`config.mk`:
```
export PLATFORM = sky130hd
export DESIGN_NAME = hazard_ctrl
export DESIGN_NICKNAME = d
export VERILOG_FILES = /design/src/rtl/pipe_pkg.sv /design/src/rtl/fwd_sel.sv /design/src/rtl/hazard_ctrl.sv
export SDC_FILE = /design/constraint.sdc
export NUM_CORES = 1
export LEC_CHECK = 0
export BUFFER_PORTS_ARGS = -buffer_cell sky130_fd_sc_hd__clkbuf_2
export CAP_MARGIN = 20
export CORE_MARGIN = 2
export CORE_UTILIZATION = 55
export CTS_BUF_LIST = sky130_fd_sc_hd__clkbuf_4 sky130_fd_sc_hd__clkbuf_8
export DETAILED_ROUTE_END_ITERATION = 7
export GPL_TIMING_DRIVEN = 0
export PLACE_DENSITY = 0.81
export RECOVER_POWER = 100
export SLEW_MARGIN = 40
export SYNTH_ARGS = -nofsm -noshare
export SYNTH_HDL_FRONTEND = slang
export SYNTH_SLANG_ARGS = --single-unit
```
`constraint.sdc`:
```
create_clock -name clk -period 2.98 [get_ports clk]
set_input_delay 0.447 -clock clk [delete_from_list [all_inputs] [get_ports clk]]
set_output_delay 0.447 -clock clk [all_outputs]
set_load 0.02 [all_outputs]
```
`src/rtl/pipe_pkg.sv`:
```
// Shared pipeline definitions: forwarding encodings, shadow stage-tag layout
// and the register-write match helper used by the hazard controller.
package pipe_pkg;

  localparam int unsigned REG_AW_DEF = 3;
  // Tag register fields are held at this width; REG_AW must not exceed it.
  localparam int unsigned TAG_AW     = 8;

  localparam logic [1:0] FWD_REG = 2'b00;
  localparam logic [1:0] FWD_MEM = 2'b01;
  localparam logic [1:0] FWD_WB  = 2'b10;

  typedef struct packed {
    logic              valid;
    logic              wr_en;
    logic              is_load;
    logic [TAG_AW-1:0] rd;
  } stage_tag_t;

  typedef struct packed {
    logic [TAG_AW-1:0] rs;
    logic [TAG_AW-1:0] rt;
    logic              rs_used;
    logic              rt_used;
  } ex_src_t;

  localparam stage_tag_t TAG_NOP = '0;
  localparam ex_src_t    SRC_NOP = '0;

  // r0 is hard-wired zero, so it never matches as a produced value.
  function automatic logic tag_writes(input stage_tag_t t, input logic [TAG_AW-1:0] r);
    return t.valid & t.wr_en & (t.rd == r) & (r != '0);
  endfunction

endpackage

```
`src/rtl/fwd_sel.sv`:
```
// EX operand forwarding select for one source operand: youngest producer
// (MEM) wins over WB, and a load still in MEM has no data to forward yet.
module fwd_sel
  import pipe_pkg::*;
(
  input  logic [TAG_AW-1:0] src_i,
  input  logic              used_i,
  input  stage_tag_t        mem_i,
  input  stage_tag_t        wb_i,
  output logic [1:0]        sel_c_o
);

  // A load in WB has its data available, so WB forwarding ignores is_load.
  logic wb_is_load_unused;
  assign wb_is_load_unused = wb_i.is_load;

  always_comb begin
    sel_c_o = FWD_REG;
    if (used_i && tag_writes(mem_i, src_i) && !mem_i.is_load) begin
      sel_c_o = FWD_MEM;
    end else if (used_i && tag_writes(wb_i, src_i)) begin
      sel_c_o = FWD_WB;
    end
  end

endmodule

```
`src/rtl/hazard_ctrl.sv`:
```
// Hazard controller for the 5-stage pipeline: shadow EX/MEM/WB tag pipe,
// load-use stall, taken-branch squash, operand forwarding and event counters.
module hazard_ctrl
  import pipe_pkg::*;
#(
  parameter int unsigned REG_AW = REG_AW_DEF,
  parameter int unsigned CNT_W  = 16
) (
  input  logic              clk,
  input  logic              rst,
  input  logic              id_valid,
  input  logic [REG_AW-1:0] id_rs,
  input  logic [REG_AW-1:0] id_rt,
  input  logic              id_rs_used,
  input  logic              id_rt_used,
  input  logic [REG_AW-1:0] id_rd,
  input  logic              id_wr_en,
  input  logic              id_is_load,
  input  logic              ex_branch_taken,
  output logic              stall,
  output logic              flush_id,
  output logic              bubble_ex,
  output logic [1:0]        fwd_a,
  output logic [1:0]        fwd_b,
  output logic [CNT_W-1:0]  stall_cnt,
  output logic [CNT_W-1:0]  flush_cnt
);

  stage_tag_t ex_q, ex_d;
  stage_tag_t mem_q, wb_q;
  ex_src_t    ex_src_q, ex_src_d;

  logic [CNT_W-1:0] stall_cnt_q, stall_cnt_d;
  logic [CNT_W-1:0] flush_cnt_q, flush_cnt_d;

  logic [TAG_AW-1:0] id_rs_w, id_rt_w, id_rd_w;
  logic ex_taken_c, load_use_c, stall_c, flush_c, bubble_c, issue_c;

  assign id_rs_w = TAG_AW'(id_rs);
  assign id_rt_w = TAG_AW'(id_rt);
  assign id_rd_w = TAG_AW'(id_rd);

  // Hazard detection against the instruction currently in EX.
  always_comb begin
    ex_taken_c = ex_branch_taken & ex_q.valid;
    load_use_c = id_valid & ex_q.is_load &
                 ((id_rs_used & tag_writes(ex_q, id_rs_w)) |
                  (id_rt_used & tag_writes(ex_q, id_rt_w)));
    // A squashed consumer need not wait, so the branch flush overrides the stall.
    flush_c  = ex_taken_c;
    stall_c  = load_use_c & ~ex_taken_c;
    bubble_c = ex_taken_c | load_use_c;
    issue_c  = id_valid & ~stall_c & ~ex_taken_c;
  end

  // Next EX tag: the ID instruction when it issues, otherwise a bubble.
  always_comb begin
    ex_d     = TAG_NOP;
    ex_src_d = SRC_NOP;
    if (issue_c) begin
      ex_d.valid       = 1'b1;
      ex_d.wr_en       = id_wr_en;
      ex_d.is_load     = id_is_load;
      ex_d.rd          = id_rd_w;
      ex_src_d.rs      = id_rs_w;
      ex_src_d.rt      = id_rt_w;
      ex_src_d.rs_used = id_rs_used;
      ex_src_d.rt_used = id_rt_used;
    end
  end

  // Saturating event counters.
  always_comb begin
    stall_cnt_d = stall_cnt_q;
    flush_cnt_d = flush_cnt_q;
    if (stall_c && (stall_cnt_q != '1)) begin
      stall_cnt_d = stall_cnt_q + CNT_W'(1);
    end
    if (flush_c && (flush_cnt_q != '1)) begin
      flush_cnt_d = flush_cnt_q + CNT_W'(1);
    end
  end

  always_ff @(posedge clk) begin
    if (rst) begin
      ex_q        <= TAG_NOP;
      ex_src_q    <= SRC_NOP;
      mem_q       <= TAG_NOP;
      wb_q        <= TAG_NOP;
      stall_cnt_q <= '0;
      flush_cnt_q <= '0;
    end else begin
      ex_q        <= ex_d;
      ex_src_q    <= ex_src_d;
      mem_q       <= ex_q;
      wb_q        <= mem_q;
      stall_cnt_q <= stall_cnt_d;
      flush_cnt_q <= flush_cnt_d;
    end
  end

  fwd_sel u_fwd_a (
    .src_i   (ex_src_q.rs),
    .used_i  (ex_src_q.rs_used),
    .mem_i   (mem_q),
    .wb_i    (wb_q),
    .sel_c_o (fwd_a)
  );

  fwd_sel u_fwd_b (
    .src_i   (ex_src_q.rt),
    .used_i  (ex_src_q.rt_used),
    .mem_i   (mem_q),
    .wb_i    (wb_q),
    .sel_c_o (fwd_b)
  );

  assign stall     = stall_c;
  assign flush_id  = flush_c;
  assign bubble_ex = bubble_c;
  assign stall_cnt = stall_cnt_q;
  assign flush_cnt = flush_cnt_q;

endmodule
```
Word-level counts from Yosys, hierarchy flattened
Cells that the tools add are included.
{"block": "totals", "reg_bits": 82}
{"block": "classes", "n_mux": 5, "bitwise_logic": 28, "eq_ne": 8, "reduce_logical": 14, "addsub": 2}
{"operator": "adder 16 x 1 -> 16 bit, second input constant", "n": 2}
{"operator": "== test 8 bit", "n": 4}
{"operator": "!= test 16 bit, second input constant", "n": 2}
{"operator": "nonzero test 8 bit", "n": 4}
{"operator": "bitwise AND 1 bit", "n": 23}
{"operator": "== test 8 x 3 -> 1 bit", "n": 2}
{"operator": "2-to-1 mux 11 bit", "n": 1}
{"operator": "logical AND 1 bit", "n": 8}
{"operator": "2-to-1 mux 2 bit", "n": 4}
{"operator": "inverter 1 bit", "n": 3}
{"operator": "bitwise OR 1 bit", "n": 2}
{"operator": "OR reduction 2 bit", "n": 1}
{"operator": "zero test 1 bit", "n": 1}

Longest topological paths before layout
Gate-level depths: netlist of run 1.
{"block": "logic_depth", "word_depth": 12, "mapped_depth": 7, "depth_no_buf": 7}

Modules after synthesis
From an unflattened synthesis of run 1, not the netlist that was laid out.
{"block": "unflattened", "hier_cells": 326, "area_unflattened_um2": 2927.8}
{"mod": "hazard_ctrl", "cells_each": 268, "instances": 1, "area_each_um2": 2472.4, "seq_area_each_um2": 1161.1}
{"mod": "fwd_sel", "cells_each": 29, "instances": 2, "area_each_um2": 227.7, "seq_area_each_um2": 0.0}

Worst setup path after synthesis of run 1
OpenSTA, ideal clock, no wires.
{"block": "synth_path", "path_type": "register to output", "start": "reg ex_src_q[4] in the netlist's numbering", "end": "out fwd_b[1]", "setup_slack_ns": 0.351, "stages_incl_launch_ff": 5, "path_buffers": 0, "t_arrival_ns": 2.182, "path_cell_list": "dfxtp_1 > xnor2_1 > nand2_1 > a2111oi_0 > nor3_1"}
{"block": "synth_via", "elab_chain_cells": 6}
{"element": "start: declaration", "line": "hazard_ctrl.sv:31", "rtl": "ex_src_t ex_src_q, ex_src_d;"}
{"element": "start signal: assignment", "line": "hazard_ctrl.sv:94", "rtl": "ex_src_q <= ex_src_d;"}
{"element": "== test 8 bit", "line": "pipe_pkg.sv:32", "rtl": "return t.valid & t.wr_en & (t.rd == r) & (r != '0);"}
{"element": "bitwise AND 1 bit (2 in series)", "line": "pipe_pkg.sv:32"}
{"element": "logical AND 1 bit (on tied branches)", "line": "fwd_sel.sv:21, fwd_sel.sv:19"}
{"element": "2-to-1 mux 2 bit or logical AND 1 bit (tied branches)", "line": "fwd_sel.sv:21, fwd_sel.sv:19"}
{"element": "2-to-1 mux 2 bit (*)", "line": "fwd_sel.sv:19", "rtl": "if (used_i && tag_writes(mem_i, src_i) && !mem_i.is_load) begin"}
{"element": "end: declaration", "line": "hazard_ctrl.sv:24", "rtl": "output logic [1:0] fwd_b,"}
Mark *: on every way between the ends. The rest lies on a longest branch, timed or not.

Worst setup path after layout of run 1
{"block": "layout_path", "start": "reg ex_q[10] in the netlist's numbering", "end": "out stall"}
{"block": "layout_via", "elab_chain_cells": 7}
{"element": "start: declaration", "line": "hazard_ctrl.sv:29", "rtl": "stage_tag_t ex_q, ex_d;"}
{"element": "start signal: assignment", "line": "hazard_ctrl.sv:86", "rtl": "ex_q <= TAG_NOP;"}
{"element": "start signal: assignment", "line": "hazard_ctrl.sv:93", "rtl": "ex_q <= ex_d;"}
{"element": "bitwise AND 1 bit (3 in series)", "line": "pipe_pkg.sv:32"}
{"element": "bitwise AND 1 bit (on tied branches)", "line": "hazard_ctrl.sv:47, hazard_ctrl.sv:48"}
{"element": "bitwise OR 1 bit", "line": "hazard_ctrl.sv:47", "rtl": "((id_rs_used & tag_writes(ex_q, id_rs_w)) |"}
{"element": "bitwise AND 1 bit", "line": "hazard_ctrl.sv:46", "rtl": "load_use_c = id_valid & ex_q.is_load &"}
{"element": "bitwise AND 1 bit (*)", "line": "hazard_ctrl.sv:51", "rtl": "stall_c = load_use_c & ~ex_taken_c;"}
{"element": "end: declaration", "line": "hazard_ctrl.sv:20", "rtl": "output logic stall,"}
Marked as above.

==> results of run 1 <==
## cell usage in the layout, fill, tap and decap left out, types with 6 or more instances in the layout
cell	netlist	final
nand4_1	13	13
clkbuf_2	0	16
nor2b_1	15	15
nor2_1	35	35
clkbuf_8	0	11
nand3_1	19	20
xnor2_1	15	15
dfxtp_1	57	57
a21oi_1	6	6
xor2_1	20	20
clkbuf_1	4	45
and2_1	15	8
and2_0	0	7
nor3_1	9	9
nand2_1	16	18
## cells by family after synthesis
group	count (synthesis)	synth area share
compound gates	23	0.06409
flops	57	0.4531
fa+ha+maj	2	0.009934
mux	3	0.01292
xor+xnor	35	0.1217
buf+inv	12	0.02136
simple gates	147	0.3169
## per-stage QoR
step           instance area, sq um  worst slack [ns]    util  total power [mW]
6_report                       2998            0.5963  0.6838             1.671
4_1_cts                        3088            0.6759  0.7043             1.682
3_5_place_dp                   2859            0.7873  0.6521            0.8712
2_1_floorplan                  2519            0.3511       -            0.8431
5_1_grt                        2998            0.4779  0.6838             1.722
3_3_place_gp                   2859            0.8461  0.6521            0.8692
## layer usage
metal  track usage  up-vias  wire length [microns]
li1              -     1106                      -
met1        0.2708      981                   2371
met2        0.3683       61                   2644
met3       0.05345       10                    321
met4        0.1237        0                     90
met5             0        -                      0
## flip-flops by register name, summed over array words and instances, names as in the netlist
signal and cells:
wb_q 5, ex_q 6, flush_cnt 16, ex_src_q 8, stall_cnt 16, mem_q 6
## layout make-up
| cell class | count | area share |
|---|---|---|
| multi-input cells | 210 | 0.4282 |
| flip-flops and latches | 57 | 0.3806 |
| repair buffers | 55 | 0.07554 |
| clock buffers | 11 | 0.05050 |
| clock inverters | 5 | 0.02588 |
| well taps | 52 | 0.02170 |
| plain buffers | 7 | 0.01127 |
| inverters | 5 | 0.006260 |
## path summary, 6_finish.rpt
check / start / end / cells past startpoint
worst max-delay path: ex_q[10] / stall / 6
worst min-delay path: id_rd[2] / ex_q[2] / 2
worst max register to register: stall_cnt[0] / stall_cnt[8] / 7
worst min register to register: ex_q[8] / mem_q[8] / 1
## critical path: stages (launching register included)
cell      delay (ns)
dfxtp_1         0.38
and4_1          0.24
nand4_1         0.09
o22ai_1         0.27
buf_6           0.19
and2_0          0.19
clkbuf_1        0.24
## power groups by stage
stage / clock network [mW] / registers, mW / logic [mW]
finish: 0.819 / 0.786 / 0.0660
global route: 0.860 / 0.788 / 0.0733
CTS: 0.827 / 0.786 / 0.0686
detailed placement: 0 / 0.803 / 0.0679
global placement: 0 / 0.803 / 0.0665
floorplan: 0 / 0.801 / 0.0419
==> metrics.cfg, run 1 <==
[status]
status = complete, no violations

[layout]
num_antenna_cells = 0
layout-drive-gt1-share = 0.1057
final_cells = 402
fillers = 372
register_area_sq_um = 1141
syn_to_final_growth_pct = 19.03
multiInputGateArea_sq_um = 1284
layout.nets = 364

[sta]
timing.final.setup_violations = 0
fin_skew_ns = 0.008548
rsz0062_at_grt = no
fmax_mhz = 419.5
hold_viol_final = 0
worstMarginPinSlew_ns = 0.9051
finalCritPeriodShare = 0.7999
tns_ns = 0
finalCriticalPeriod_ns = 2.384
final_max_slew_viol_count = 0
max_slew_margin = 0.3930
hold_slack_ns = 0.3176

[clock_network]
clockRootBuffer = clkbuf_8
cts_buffer_depth = 2
tritoncts = yes
clock_sinks = 57
hold_buffers = 0
numCtsBuffers = 9
clkLatencyLatePin_ns = 0.33
cts.repair.resized = 0
ctsHtreeMaxLevel = 3
post_cts_buffers = 0
clkSlewWorstSetupHoldPaths_ns = 0.07

[power_and_ir_drop]
power_density_nw_per_um2 = 557.5
swShare = 0.2120
p_leak_nw = 1.132
irDropWorstVdd_mv = 0.3225
p_sw_mw = 0.3544
internal_power_mw = 1.317
power_frac_clock = 0.490
seqPwrFrac = 0.471
comb_power_share = 0.039

[setup_path]
path_class = reg -> out
worst-path-max-fanout = 10
crit_path_end_kind = output pin
crit_path_start_kind = register
r2r_setup_slack_ns = 0.65
worst-endpoint-arrival_ns = 1.94
cp.required_ns = 2.53

[detailed_routing]
wl_microns = 5429
viasPerCell = 5.368
drc = 0
wl_per_cell_microns = 13.50
vias = 2158
firstDrtPassIters = 4
final_antenna_net_count = 0
drtIter0Drc = 147

[yosys]
ys_warn_count = 0
synth.cell_area_sq_um = 2519
ys_ff_latch = 57
synthArstFlopShare = 0
ys.flop_type = dfxtp_1
synth_top_area_cell = dfxtp_1
avgSynthCellArea_sq_um = 9.027
synth_nets = 298
netlist_instances = 279
yosysMostFrequentCell = dfxtp_1
synth_edf_count = 0
synthTopCellsByArea = dfxtp_1 45%, xor2_1 7.0%, nor2_1 5.2%
ys_seq_area_frac = 0.4531
synth_top_area_share = 0.4531
synth_common_cells = 57 x dfxtp_1, 35 x nor2_1, 20 x xor2_1
synth.distinct_cells = 43

[place]
port_buffers = 55
gp_congestion = 0.9039
dp.cells = 386
hpwlAfterDp_microns = 3818

[job]
maxCapViolations = 0

[global_route]
grt_pass1_vias = 1986
grt_usage = 0.2244
grt_max_degree = 11
antenna_found_initial = 0
grt-ovfl-total = 0
grt_pass1_wl_microns = 8873

[die]
start_util = 0.5745
die_w_microns = 71.67
die_h_microns = 71.67
core_sq_um = 4384
fp.dieArea_sq_um = 5137
io_pins = 56
rows = 24

[hold_path]
hold_path_class = in -> reg

Note: power is estimated with default switching activity, not from simulation.
==> inputs of run 2 (changes only) <==
CORE_UTILIZATION = 50   (was 55)
PLACE_DENSITY = 0.77   (was 0.81)
clock period = 2 ns   (was 2.98 ns; I/O delays follow)
==> metrics.cfg, run 2 (synthesis results as in run 1) <==
[layout]
layout-drive-gt1-share = 0.1761  ; was 0.1057
syn_to_final_growth_pct = 26.68  ; was 19.03%
layout_common_cells = 54 x dfxtp_1, 42 x clkbuf_1, 33 x nor2_1, 20 x xor2_1, 19 x nand3_1  ; was 57 x dfxtp_1, 45 x clkbuf_1, 35 x nor2_1, 20 x xor2_1, 20 x nand3_1
num_antenna_cells = 0  ; unchanged
final_common_cell = dfxtp_1  ; unchanged
fillers = 411  ; was 372
layout.nets = 366  ; was 364

[setup_path]
crit_path_end_kind = output pin  ; unchanged
path_class = reg -> out  ; unchanged
worst-path-max-fanout = 4  ; was 10
cp.required_ns = 1.70  ; was 2.53 ns
worst-endpoint-arrival_ns = 1.65  ; was 1.94 ns
crit_path_start_kind = register  ; unchanged

[clock_network]
clock_sinks = 57  ; unchanged
tritoncts = yes  ; unchanged
clkSlewWorstSetupHoldPaths_ns = 0.06  ; was 0.07 ns
hold_buffers = 0  ; unchanged
clkLatencyLatePin_ns = 0.33  ; about the same
clockRootBuffer = clkbuf_8  ; unchanged
numCtsBuffers = 9  ; unchanged
cts_buffer_depth = 2  ; unchanged
ctsHtreeMaxLevel = 3  ; unchanged

[place]
gp_congestion = 0.8513  ; was 0.9039
port_buffers = 55  ; unchanged
hpwlAfterDp_microns = 3866  ; was 3818 microns
preCtsSetupSlack_ns = -0.08189  ; was 0.7873 ns

[sta]
timing.final.setup_violations = 0  ; unchanged
fin_skew_ns = 0.005416  ; was 0.008548 ns
max_slew_margin = 0.6352  ; was 0.3930
worstMarginPinSlew_ns = 0.5462  ; was 0.9051 ns
hold_viol_final = 0  ; unchanged
finalCritPeriodShare = 0.9757
hold_slack_ns = 0.1615  ; was 0.3176 ns
setup_slack_ns = 0.04867  ; was 0.5963 ns
final_max_slew_viol_count = 0  ; unchanged
finalCriticalPeriod_ns = 1.951
fmax_mhz = 512.5
rsz0062_at_grt = yes  ; was no

[power_and_ir_drop]
total_power_mw = 2.607  ; was 1.671 mW
internal_power_mw = 2.074  ; was 1.317 mW
p_sw_mw = 0.5336  ; was 0.3544 mW
seqPwrFrac = 0.449  ; was 0.471
irDropWorstVdd_mv = 0.6818  ; was 0.3225 mV
p_leak_nw = 1.218  ; was 1.132 nW
comb_power_share = 0.041  ; was 0.039
power_density_nw_per_um2 = 817.2  ; was 557.5 nW/um^2
swShare = 0.2047  ; was 0.2120
power_frac_clock = 0.510  ; was 0.490

[status]
status = complete, no violations  ; unchanged

[global_route]
antenna_found_initial = 0  ; unchanged
grt_pass1_wl_microns = 8797  ; was 8873 microns
grt_pass1_vias = 1984  ; was 1986
grt_usage = 0.2096  ; was 0.2244
grt-ovfl-total = 0  ; unchanged
grt_max_degree = 11  ; unchanged

[die]
die_w_microns = 74.98  ; was 71.67 microns
rows = 25  ; was 24
io_pins = 56  ; unchanged
core_sq_um = 4786  ; was 4384 sq um
start_util = 0.5263  ; was 0.5745
fp.dieArea_sq_um = 5621  ; was 5137 sq um
die_h_microns = 74.98  ; was 71.67 microns

[detailed_routing]
wl_per_cell_microns = 13.47  ; was 13.50 microns
viasPerCell = 5.282  ; was 5.368
drtIter0Drc = 118  ; was 147
drc = 0  ; unchanged
vias = 2213  ; was 2158
final_antenna_net_count = 0  ; unchanged
wl_microns = 5642  ; was 5429 microns
firstDrtPassIters = 4  ; unchanged

[job]
maxCapViolations = 0  ; unchanged

[hold_path]
hold_path_class = in -> reg  ; unchanged

[run 2: cell count changes in the layout (fill, tap and decap cells not counted), moves of 3 or more]
cell,before,now
clkbuf_1,45,42
and2_1,8,12
dfxtp_1,57,54
and2_0,7,2
[run 2: worst max-delay path: stages (launching register included)]
cell and delay, ns:
dfxtp_2 0.37, and4_4 0.22, nand4_1 0.09, o22ai_2 0.24, buf_6 0.13, and2_4 0.15
buf_8 0.11
[run 2: final timing paths]
path         startpoint      endpoint  slack (ns)  cells past startpoint
max            ex_q[10]         stall        0.05                      6
min            id_rd[2]       ex_q[2]        0.16                      2
max reg2reg    ex_q[10]  stall_cnt[8]        0.08                      8
min reg2reg   mem_q[10]      wb_q[10]        0.47                      1
[run 2: repair_timing]
item / in CTS / in global routing
resized for setup: 6 / 14
pin swaps: 1 / 5
setup endpoints to repair: 4 / 18
setup buffers: 2 / 0
[run 2: area by class of cell]
cell class	count	area [sq um]	share of cell area
tap	67	83.83	0.02627
multi-input combinational	210	1404	0.4400
sequential	57	1147	0.3596
timing repair buffer	57	255.2	0.08000
clock inverter	5	102.6	0.03216
inverter	5	18.77	0.005882
buffer	7	33.78	0.01059
clock buffer	11	145.1	0.04549
[run 2: through the flow]
step | util | std cells | cell area, sq um | setup TNS [ns]
4_1_cts | 0.6612 | 419 | 3164 | 0
3_5_place_dp | 0.6026 | 401 | 2884 | -0.08189
2_1_floorplan | - | 279 | 2525 | 0
3_3_place_gp | 0.6026 | 401 | 2884 | -0.09159
5_1_grt | 0.6667 | 419 | 3191 | -0.02771
6_report | 0.6667 | 419 | 3191 | 0
[run 2: layer usage]
layer  vias up  routed length [microns]  global-route usage
li1       1101                        -                   -
met1      1024                     2526              0.2722
met2        72                     2683              0.3177
met3        16                      301             0.04819
met4         0                      131              0.1270
met5         -                        0                   0
[run 2: power groups by stage]
stage | sequential (mW) | combinational [mW] | clock (mW)
after floorplan | 1.19 | 0.0635 | 0
after global placement | 1.20 | 0.100 | 0
after detailed placement | 1.20 | 0.102 | 0
after CTS | 1.17 | 0.104 | 1.34
after global routing | 1.17 | 0.117 | 1.39
final | 1.17 | 0.106 | 1.33
==> inputs of run 3 (changes only) <==
ABC_AREA = 1   (was not set)
CORE_UTILIZATION = 52   (was 50)
PLACE_DENSITY = 0.78   (was 0.77)
==> metrics.cfg, run 3 <==
[layout]
final_common_cell = nand2_1  ; was dfxtp_1
syn_to_final_growth_pct = 18.05  ; was 26.68%
num_antenna_cells = 0  ; unchanged
layout_common_cells = 95 x nand2_1, 60 x nor2_1, 56 x dfxtp_1, 52 x inv_1, 37 x clkbuf_1  ; was 54 x dfxtp_1, 42 x clkbuf_1, 33 x nor2_1, 20 x xor2_1, 19 x nand3_1
layout.nets = 503  ; was 366
layout-drive-gt1-share = 0.1738  ; was 0.1761
fillers = 513  ; was 411

[detailed_routing]
wl_microns = 6893  ; was 5642 microns
viasPerCell = 5.105  ; was 5.282
wl_per_cell_microns = 12.29  ; was 13.47 microns
wl_met1_microns = 3002  ; was 2526 microns
drc = 0  ; unchanged
met2WireLength_microns = 3308  ; was 2683 microns
vias = 2864  ; was 2213
drtIter0Drc = 178  ; was 118
topRoutingLayerUsed = met4  ; unchanged
firstDrtPassIters = 4  ; unchanged
dr_wl_met3_microns = 415  ; was 301 microns
final_antenna_net_count = 0  ; unchanged

[place]
port_buffers = 54  ; was 55
hpwlAfterDp_microns = 5147  ; was 3866 microns
gp_congestion = 0.9449  ; was 0.8513

[setup_path]
cp.required_ns = 1.70  ; about the same
path_class = reg -> out  ; unchanged
crit_family = simple AND/OR/NAND/NOR gates  ; unchanged
critPathSlowestCell = dfxtp_1  ; was dfxtp_2
worst-endpoint-arrival_ns = 1.58  ; was 1.65 ns
reg2reg_depth = 9  ; was 8
cp_num_buf_inv = 1  ; was 2
crit_chain = nor2_1 > nand2_1 > nand4_1 > nor4_1 > nor3_1 > clkbuf_2  ; was and4_4 > nand4_1 > o22ai_2 > buf_6 > and2_4 > buf_8
crit_path_start_kind = register  ; unchanged
worst-path-max-fanout = 3  ; was 4
cp.depth = 6  ; unchanged
crit_path_end_kind = output pin  ; unchanged
cpPeakStageDelay_ns = 0.43  ; was 0.37 ns

[global_route]
grt_usage = 0.2350  ; was 0.2096
grt-ovfl-total = 0  ; unchanged
antenna_found_initial = 0  ; unchanged
grt_max_degree = 12  ; was 11
grt_pass1_wl_microns = 11830  ; was 8797 microns
grt_pass1_vias = 2698  ; was 1984

[yosys]
ys_ff_latch = 57  ; unchanged
synth_nets = 437  ; was 298
ys_seq_area_frac = 0.3802  ; was 0.4531
yosysMostFrequentCell = nand2_1  ; was dfxtp_1
synth.cell_area_sq_um = 3002  ; was 2519 sq um
synth_edf_count = 0  ; unchanged
synthArstFlopShare = 0  ; unchanged
netlist_instances = 418  ; was 279
synth_top_area_cell = dfxtp_1  ; unchanged
synthTopCellsByArea = dfxtp_1 38%, nand2_1 12%, nor2_1 7.5%  ; was dfxtp_1 45%, xor2_1 7.0%, nor2_1 5.2%
synth_top_area_share = 0.3802  ; was 0.4531
ys_warn_count = 0  ; unchanged
avgSynthCellArea_sq_um = 7.181  ; was 9.027 sq um
synth_common_cells = 95 x nand2_1, 60 x nor2_1, 57 x dfxtp_1  ; was 57 x dfxtp_1, 35 x nor2_1, 20 x xor2_1
synth.distinct_cells = 33  ; was 43
ys.flop_type = dfxtp_1  ; unchanged

[clock_network]
cts_buffer_depth = 2  ; unchanged
hold_buffers = 0  ; unchanged
clock_sinks = 57  ; unchanged
clkSlewWorstSetupHoldPaths_ns = 0.07  ; was 0.06 ns
clkLatencyLatePin_ns = 0.33  ; about the same
clockRootBuffer = clkbuf_8  ; unchanged
numCtsBuffers = 9  ; unchanged
ctsHtreeMaxLevel = 3  ; unchanged
tritoncts = yes  ; unchanged

[hold_path]
hold_path_class = in -> reg  ; unchanged
min_path_cells = 3  ; was 2

[power_and_ir_drop]
power_density_nw_per_um2 = 676.3  ; was 817.2 nW/um^2
total_power_mw = 2.396  ; was 2.607 mW
irDropWorstVdd_mv = 0.4726  ; was 0.6818 mV
p_leak_nw = 1.396  ; was 1.218 nW

[status]
status = complete, no violations  ; unchanged

[die]
start_util = 0.5418  ; was 0.5263
core_sq_um = 5540  ; was 4786 sq um
io_pins = 56  ; unchanged
rows = 27  ; was 25
fp.dieArea_sq_um = 6396  ; was 5621 sq um
die_h_microns = 79.98  ; was 74.98 microns
die_w_microns = 79.98  ; was 74.98 microns

[sta]
hold_slack_ns = 0.1619  ; was 0.1615 ns
finalCriticalPeriod_ns = 1.880  ; was 1.951 ns
worstMarginPinSlew_ns = 0.5840  ; was 0.5462 ns
max_slew_margin = 0.6107  ; was 0.6352
fmax_mhz = 531.8  ; was 512.5 MHz
timing.final.setup_violations = 0  ; unchanged
finalCritPeriodShare = 0.9401  ; was 0.9757
fin_skew_ns = 0.009251  ; was 0.005416 ns
final_max_slew_viol_count = 0  ; unchanged
hold_viol_final = 0  ; unchanged
rsz0062_at_grt = yes  ; unchanged

[job]
maxCapViolations = 0  ; unchanged

## run 3: cell types whose count changed in the layout (fill, tap and decap cells not counted), moves of 6 or more
cell / delta
inv_1: +47
nand2_1: +79
a21oi_1: +18
xor2_1: -6
a21oi_2: +8
nor2_1: +27
nor2b_1: -15
nand2_2: +11
and2_1: -12
## run 3: worst paths after layout
kind                                   start  slack [ns]            to
worst max register to register  flush_cnt[0]        0.13  flush_cnt[9]
worst min-delay path              id_is_load        0.16       ex_q[8]
worst min register to register      mem_q[9]        0.42       wb_q[9]
worst max-delay path            ex_src_q[12]        0.12      fwd_a[1]
## run 3: cell type report
class,count,area [sq um],area share
buffer,9,65.06,0.01836
clock buffer,10,137.6,0.03884
clock inverter,6,66.31,0.01871
inverter,56,210.2,0.05932
multi-input combinational,296,1594,0.4499
sequential,57,1142,0.3224
tap,72,90.09,0.02542
timing repair buffer,55,237.7,0.06709
## run 3: kinds of logic after synthesis
group                      after synthesis  synth area share
buffers and inverters                   65           0.09296
xor gates and xnor gates                28           0.08170
DFF                                     57            0.3802
adders and majority gates                2          0.008335
and+or+nand+nor                        223            0.3510
AOI/OAI and AO/OA                       43           0.08587
## run 3: metrics by stage
stage	cell area [sq um]	std cells	util	worst slack, ns	setup TNS, ns
final	3543	561	0.6396	0.1197	0
after CTS	3567	560	0.6439	0.05438	0
after floorplan	3002	418	-	0.1028	0
after global routing	3543	561	0.6396	-0.0004924	-0.0004924
after detailed placement	3362	544	0.6068	-0.01963	-0.05387
after global placement	3362	544	0.6068	0.05594	0
## run 3: what timing repair did
item,in CTS,in global routing
pin swaps,0,1
resized for setup,1,4
setup buffers,0,1
setup endpoints to repair,10,16
## run 3: routing by layer
layer	track usage	up-vias
met5	0	-
met2	0.3900	97
met1	0.2890	1303
met3	0.04186	17
li1	-	1447
met4	0.1220	0
## run 3: worst reg2reg max path, cell delays in order, from the launching register on
cell and delay [ns]:
dfxtp_2 0.43, ha_4 0.19, nand3_1 0.15, nor3_2 0.23, nand3b_1 0.15, nand2_4 0.15
inv_2 0.08, buf_2 0.19, nand2_1 0.09, a21oi_1 0.06
## run 3: where the power goes
| part | internal [mW] | switching (mW) |
|---|---|---|
| sequential | 1.15 | 0.0182 |
| clock | 0.610 | 0.489 |
| combinational | 0.0416 | 0.0820 |
| total | 1.81 | 0.590 |
